--- config.mk ---
export PLATFORM = sky130hd
export DESIGN_NAME = mem_arbiter
export DESIGN_NICKNAME = d
export VERILOG_FILES = /design/src/rtl/arb_pkg.sv /design/src/rtl/rr_arb2.sv /design/src/rtl/mem_arbiter.sv
export SDC_FILE = /design/constraint.sdc
export NUM_CORES = 1
export LEC_CHECK = 0
export ABC_AREA = 1
export CAP_MARGIN = 20
export CORE_MARGIN = 5
export CORE_UTILIZATION = 40
export CTS_BUF_LIST = sky130_fd_sc_hd__clkbuf_4 sky130_fd_sc_hd__clkbuf_8
export DETAILED_ROUTE_END_ITERATION = 12
export HOLD_SLACK_MARGIN = 0.05
export PLACE_DENSITY = 0.8
export SYNTH_ARGS = -nofsm -noshare
export SYNTH_HDL_FRONTEND = slang
export SYNTH_HIERARCHICAL = 1
export SYNTH_SLANG_ARGS = --single-unit
--- constraint.sdc ---
create_clock -name clk -period 2.3 [get_ports clk]
set_input_delay 0.345 -clock clk [delete_from_list [all_inputs] [get_ports clk]]
set_output_delay 0.345 -clock clk [all_outputs]
set_load 0.05 [all_outputs]
--- src/rtl/arb_pkg.sv ---
// Shared types and limits for the unified instruction/data memory arbiter.
package arb_pkg;

    typedef enum logic [1:0] {
        IDLE  = 2'd0,
        ISSUE = 2'd1,
        WAIT  = 2'd2,
        RESP  = 2'd3
    } state_e;

    typedef enum logic {
        SRC_IF = 1'b0,
        SRC_D  = 1'b1
    } src_e;

    localparam int MEM_LAT_MIN = 1;
    localparam int MEM_LAT_MAX = 15;
    localparam int CNT_W       = 4;

endpackage

--- src/rtl/rr_arb2.sv ---
// Two-way round-robin picker: a lone requester wins, a tie goes to the port
// that did not win last time. No grant at all while enable is low.
module rr_arb2
    import arb_pkg::*;
(
    input  logic req_if,
    input  logic req_d,
    input  src_e last_src,
    input  logic enable,
    output logic gnt_if,
    output logic gnt_d
);

    // Pick at most one winner per cycle
    always_comb begin
        gnt_if = 1'b0;
        gnt_d  = 1'b0;
        if (enable) begin
            if (req_if && req_d) begin
                if (last_src == SRC_IF) begin
                    gnt_d = 1'b1;
                end else begin
                    gnt_if = 1'b1;
                end
            end else begin
                gnt_if = req_if;
                gnt_d  = req_d;
            end
        end else begin
            gnt_if = 1'b0;
            gnt_d  = 1'b0;
        end
    end

endmodule

--- src/rtl/mem_arbiter.sv ---
// Serializes instruction-fetch and data traffic onto one fixed-latency RAM,
// one transaction in flight, with req/gnt/rvalid handshakes on both sides.
module mem_arbiter
    import arb_pkg::*;
#(
    parameter int MEM_LAT = 1,
    parameter int ADDR_W  = 30
) (
    input  logic              clk,
    input  logic              rst_n,
    input  logic              if_req,
    input  logic [ADDR_W-1:0] if_addr,
    output logic              if_gnt,
    output logic              if_rvalid,
    output logic [31:0]       if_rdata,
    input  logic              d_req,
    input  logic [3:0]        d_we,
    input  logic [ADDR_W-1:0] d_addr,
    input  logic [31:0]       d_wdata,
    output logic              d_gnt,
    output logic              d_rvalid,
    output logic [31:0]       d_rdata,
    output logic              mem_en,
    output logic [3:0]        mem_we,
    output logic [ADDR_W-1:0] mem_addr,
    output logic [31:0]       mem_wdata,
    input  logic [31:0]       mem_rdata,
    output logic              busy
);

    if (MEM_LAT < MEM_LAT_MIN || MEM_LAT > MEM_LAT_MAX) begin : g_bad_mem_lat
        $error("mem_arbiter: MEM_LAT must be within 1..15");
    end

    state_e           state_r;
    src_e             src_r;
    src_e             last_src_r;
    logic             armed_r;
    logic [3:0]       we_r;
    logic [CNT_W-1:0] cnt_r;
    logic             grant_ok_s;

    // armed_r keeps grants off for the first cycle after reset release
    assign grant_ok_s = rst_n && armed_r && (state_r == IDLE || state_r == RESP);

    rr_arb2 u_rr_arb2 (
        .req_if   (if_req),
        .req_d    (d_req),
        .last_src (last_src_r),
        .enable   (grant_ok_s),
        .gnt_if   (if_gnt),
        .gnt_d    (d_gnt)
    );

    // Transaction sequencer; every output apart from the grants is registered here
    always_ff @(posedge clk) begin
        if (!rst_n) begin
            state_r    <= IDLE;
            src_r      <= SRC_IF;
            last_src_r <= SRC_D;
            armed_r    <= 1'b0;
            we_r       <= 4'd0;
            cnt_r      <= '0;
            mem_en     <= 1'b0;
            mem_we     <= 4'd0;
            mem_addr   <= '0;
            mem_wdata  <= 32'd0;
            if_rvalid  <= 1'b0;
            if_rdata   <= 32'd0;
            d_rvalid   <= 1'b0;
            d_rdata    <= 32'd0;
            busy       <= 1'b0;
        end else begin
            armed_r   <= 1'b1;
            mem_en    <= 1'b0;
            mem_we    <= 4'd0;
            mem_addr  <= '0;
            mem_wdata <= 32'd0;
            if_rvalid <= 1'b0;
            d_rvalid  <= 1'b0;
            case (state_r)
                IDLE, RESP: begin
                    if (if_gnt || d_gnt) begin
                        src_r      <= d_gnt ? SRC_D : SRC_IF;
                        last_src_r <= d_gnt ? SRC_D : SRC_IF;
                        we_r       <= d_gnt ? d_we : 4'd0;
                        mem_en     <= 1'b1;
                        mem_we     <= d_gnt ? d_we : 4'd0;
                        mem_addr   <= d_gnt ? d_addr : if_addr;
                        mem_wdata  <= d_gnt ? d_wdata : 32'd0;
                        busy       <= 1'b1;
                        state_r    <= ISSUE;
                    end else begin
                        busy    <= 1'b0;
                        state_r <= IDLE;
                    end
                end
                ISSUE: begin
                    cnt_r   <= CNT_W'(MEM_LAT);
                    busy    <= 1'b1;
                    state_r <= WAIT;
                end
                WAIT: begin
                    busy <= 1'b1;
                    if (cnt_r == 4'd1) begin
                        // Writes acknowledge with zero data whatever the RAM returns
                        if (src_r == SRC_D) begin
                            d_rvalid <= 1'b1;
                            d_rdata  <= (we_r != 4'd0) ? 32'd0 : mem_rdata;
                        end else begin
                            if_rvalid <= 1'b1;
                            if_rdata  <= mem_rdata;
                        end
                        state_r <= RESP;
                    end else begin
                        cnt_r <= cnt_r - 4'd1;
                    end
                end
                default: begin
                    busy    <= 1'b0;
                    state_r <= IDLE;
                end
            endcase
        end
    end

endmodule

==> results.py <==
metrics = {
    "yosys": {
        "mux_share_of_post_synthesis_cell_area_pct": 6.26,
        "syn_area_per_cell_sq_um": 8.63,
        "mappedNetlistNets": 761,
        "flip_flop_cell_with_the_highest_count_after_synthesis": "sky130_fd_sc_hd__dfxtp_1",
        "ys_seq_elements": 147,
        "synth_xor_xnor_area_share_pct": 0,
        "synth_cells": 625,
        "syn-cell-area_sq_um": 5390,
        "postSynth.asyncResetShare_pct": 0,
        "synth_top_family_by_area": "simple AND/OR/NAND/NOR gates",
        "seq_area_frac_synth_pct": 54.6,
        "synth_warnings": 6,
        "number_of_unique_standard_cell_types_used_by_synthesis": 30,
        "synth_edf_count": 0,
        "post_synth_simple_gate_area_pct": 19.4,
        "adder_cell_fraction_of_synth_area_pct": 0.928,
        "compound_gate_fraction_of_synth_area_pct": 8.93,
    },
    "cells_and_area": {
        "area_growth_pct": 59.9,
        "fin_area_sq_um": 8620,
        "drive_above_1_share_pct": 12.6,
        "nFillCells": 1115,
        "finish.net_count": 1023,
        "antenna-diode-count": 0,
    },
    "detailed_routing": {
        "initialDrtViolationCount": 321,
        "drc": 0,
        "detailroute.via_count": 4932,
        "firstDrtPassIters": 4,
        "drt-total-wl_um": 16300,
        "drt-wirelength-per-cell_um": 15.1,
        "route.detailed.vias_per_inst": 4.58,
        "antenna_violating_nets_post_route": 0,
    },
    "power_and_ir_drop": {
        "vdd_ir_drop_max_v": 0.000371,
        "power.static_leakage_nw": 3.69,
        "power_per_cell_area_nw_per_um2": 767,
    },
    "setup_path": {
        "crit_required_ps": 1960,
        "criticalPathCategory": "reg2out",
        "arrival_ps": 1810,
        "worstPathMaxFanout": 3,
        "cp-start-kind": "flop",
        "setup.worst_path.end_class": "output port",
    },
    "floorplan": {
        "chipWidth_um": 126,
        "core.rowCount": 42,
        "dieArea_sq_um": 15900,
        "top_level_ports": 268,
        "die_h_um": 126,
        "core_area_sq_um": 13200,
        "initial_utilization_pct": 40.7,
    },
    "clocking": {
        "clkSinkCount": 147,
        "cts_made_buffers": 17,
        "clk_transition_reported_paths_ps": 80,
        "max-clock-path-buffers": 2,
        "worst_skew_pair.late_latency_ps": 430,
        "cts_hold_repair.buffers": 0,
        "ctsHtreeMaxLevel": 4,
        "root_buffer": "sky130_fd_sc_hd__clkbuf_8",
        "cts_tree": "done",
    },
    "place": {
        "detailed_place_hpwl_um": 12100,
        "last_weighted_congestion_value_of_the_routability_driven_placer": 0.829,
        "placement.cell_area_sq_um": 8190,
        "place.port_buffers": 267,
        "dpl_worst_slack_ps": 232,
    },
    "global_routing": {
        "antenna_found_initial": 0,
        "first_global_vias": 4887,
        "grt_first_pass_wirelength_um": 24900,
        "grt_overflow_total": 0,
        "use_met1_pct": 21.0,
        "gr-usage-met3_pct": 8.30,
        "grt_start_max_net_pins": 59,
        "grt.met2_usage_pct": 35.1,
        "grt_util_overall_pct": 19.8,
        "global_route.peak_usage_layer": "met2",
    },
    "timing": {
        "timing.final.max_slew_violations": 0,
        "finalSetupTns_ps": 0,
        "final.setup.worst_slack_ps": 147,
        "skew_ps": 8.53,
        "relSlewSlack_pct": 62.0,
        "rsz0062_at_grt": "false",
        "report.final.setup_viol": 0,
        "period_share_pct": 93.6,
        "tightest_slew_ps": 568,
        "hold_violations": 0,
        "fin_hold_ws_ps": 129,
        "fmaxAchievable_ghz": 0.464,
        "post-route-min-period_ps": 2150,
    },
    "worst_hold_path": {
        "hold_class": "in2reg",
    },
    "run": {
        "drv_cap": 0,
    },
    "outcome": {
        "outcome": "finished, final reports clean",
    },
}
==> placed cells by master, fill, tap and decap left out, types with 3 or more instances in the layout <==
cell type | Yosys | layout
sky130_fd_sc_hd__inv_1 | 76 | 76
sky130_fd_sc_hd__inv_6 | 0 | 3
sky130_fd_sc_hd__clkinv_4 | 0 | 3
sky130_fd_sc_hd__dfxtp_1 | 147 | 146
sky130_fd_sc_hd__inv_2 | 4 | 4
sky130_fd_sc_hd__o21ai_1 | 22 | 22
sky130_fd_sc_hd__nand2_1 | 57 | 57
sky130_fd_sc_hd__mux2_2 | 30 | 30
sky130_fd_sc_hd__o21ai_2 | 10 | 10
sky130_fd_sc_hd__ha_1 | 4 | 3
sky130_fd_sc_hd__o21ai_0 | 35 | 35
sky130_fd_sc_hd__clkbuf_8 | 0 | 18
sky130_fd_sc_hd__clkdlybuf4s50_1 | 0 | 264
sky130_fd_sc_hd__a21oi_1 | 10 | 8
sky130_fd_sc_hd__buf_4 | 5 | 9
sky130_fd_sc_hd__nor2_1 | 118 | 116
sky130_fd_sc_hd__nor2_2 | 3 | 5
sky130_fd_sc_hd__buf_12 | 0 | 4
sky130_fd_sc_hd__clkinvlp_4 | 0 | 5
sky130_fd_sc_hd__nand3_1 | 55 | 55
sky130_fd_sc_hd__a31o_2 | 4 | 4
==> final cells by class <==
cell class,instances,area [sq um],area share [%]
repair buffers,279,2830,32.8
well taps,176,220,2.55
flip-flops and latches,147,2940,34.1
inverters,81,307,3.55
multi-input cells,361,1950,22.6
clock inverters,14,130,1.51
clock buffers,18,248,2.87
==> path summary, 6_finish.rpt <==
| path | startpoint | end | slack [ps] | cells after the start |
|---|---|---|---|---|
| worst max-delay path | state_r[0]$_SDFFE_PN0P_ | d_gnt | 150 | 7 |
| worst min-delay path | rst_n | armed_r$_DFF_P_ | 130 | 1 |
| worst max register to register | state_r[0]$_SDFFE_PN0P_ | mem_addr[0]$_SDFF_PN0_ | 160 | 10 |
| worst min register to register | d_rdata[12]$_SDFFE_PN0P_ | d_rdata[12]$_SDFFE_PN0P_ | 480 | 2 |
==> flip-flops by register name, summed over array words and instances (netlist names), 2 cells and up <==
name and count:
mem_addr 30, if_rdata 32, mem_we 4, state_r 2, mem_wdata 32, we_r 4, cnt_r 4, d_rdata 32
==> critical path, cell delays in order, from the launching register on <==
cell                      delay (ps)
sky130_fd_sc_hd__dfxtp_2         340
sky130_fd_sc_hd__inv_1            50
sky130_fd_sc_hd__ha_2            300
sky130_fd_sc_hd__and3_1          180
sky130_fd_sc_hd__nand2_1          90
sky130_fd_sc_hd__a21oi_4         160
sky130_fd_sc_hd__buf_12          130
sky130_fd_sc_hd__buf_12          120
==> logic make-up after synthesis <==
logic type | count (synthesis)
AO/OA/AOI/OAI | 83
flip-flops | 147
buffers and inverters | 117
AND/OR/NAND/NOR | 244
multiplexers | 30
adder cells (fa/ha/maj) | 4
==> what timing repair did <==
item,4_1_cts,5_1_grt
setup endpoints to repair,1,1
buffers inserted,2,0
gates cloned,1,0
resized for setup,0,2
endpoints found under the hold margin,0,0
==> power by group <==
group / internal, mW / total, mW / switching (mW)
combinational: 0.757 / 1.89 / 1.13
clock: 0.892 / 1.89 / 0.997
sequential: 2.74 / 2.84 / 0.101
total: 4.39 / 6.62 / 2.23
==> cell usage after synthesis (5+ instances only) <==
cell                       count  share of area, %
sky130_fd_sc_hd__clkbuf_1     11              0.77
sky130_fd_sc_hd__nand2_1      57               4.0
sky130_fd_sc_hd__o21ai_2      10               1.6
sky130_fd_sc_hd__o21ai_1      22               2.0
sky130_fd_sc_hd__buf_4         5              0.70
sky130_fd_sc_hd__inv_1        76               5.3
sky130_fd_sc_hd__nand3_1      55               5.1
sky130_fd_sc_hd__dfxtp_1     147                55
sky130_fd_sc_hd__buf_2        11               1.0
sky130_fd_sc_hd__o21ai_0      35               3.2
sky130_fd_sc_hd__buf_6         8               1.7
sky130_fd_sc_hd__mux2_2       30               6.3
sky130_fd_sc_hd__nor2_1      118               8.2
sky130_fd_sc_hd__a21oi_1      10              0.93
==> layer usage <==
metal / part of all wire (%) / wire, um / vias to the layer above
li1: - / - / 2491
met1: 38 / 6200 / 2218
met2: 51 / 8230 / 207
met3: 9.8 / 1600 / 16
met4: 1.4 / 233 / 0
met5: 0 / 0 / -
==> metrics by stage <==
stage / util (%) / power [mW] / instances
2_1_floorplan: - / 4.07 / 625
3_3_place_gp: 61.8 / 4.74 / 1041
3_5_place_dp: 61.8 / 4.77 / 1041
4_1_cts: 65.1 / 6.68 / 1076
5_1_grt: 65.1 / 6.93 / 1076
6_report: 65.1 / 6.62 / 1076
Note: power is estimated with default switching activity, not from simulation.
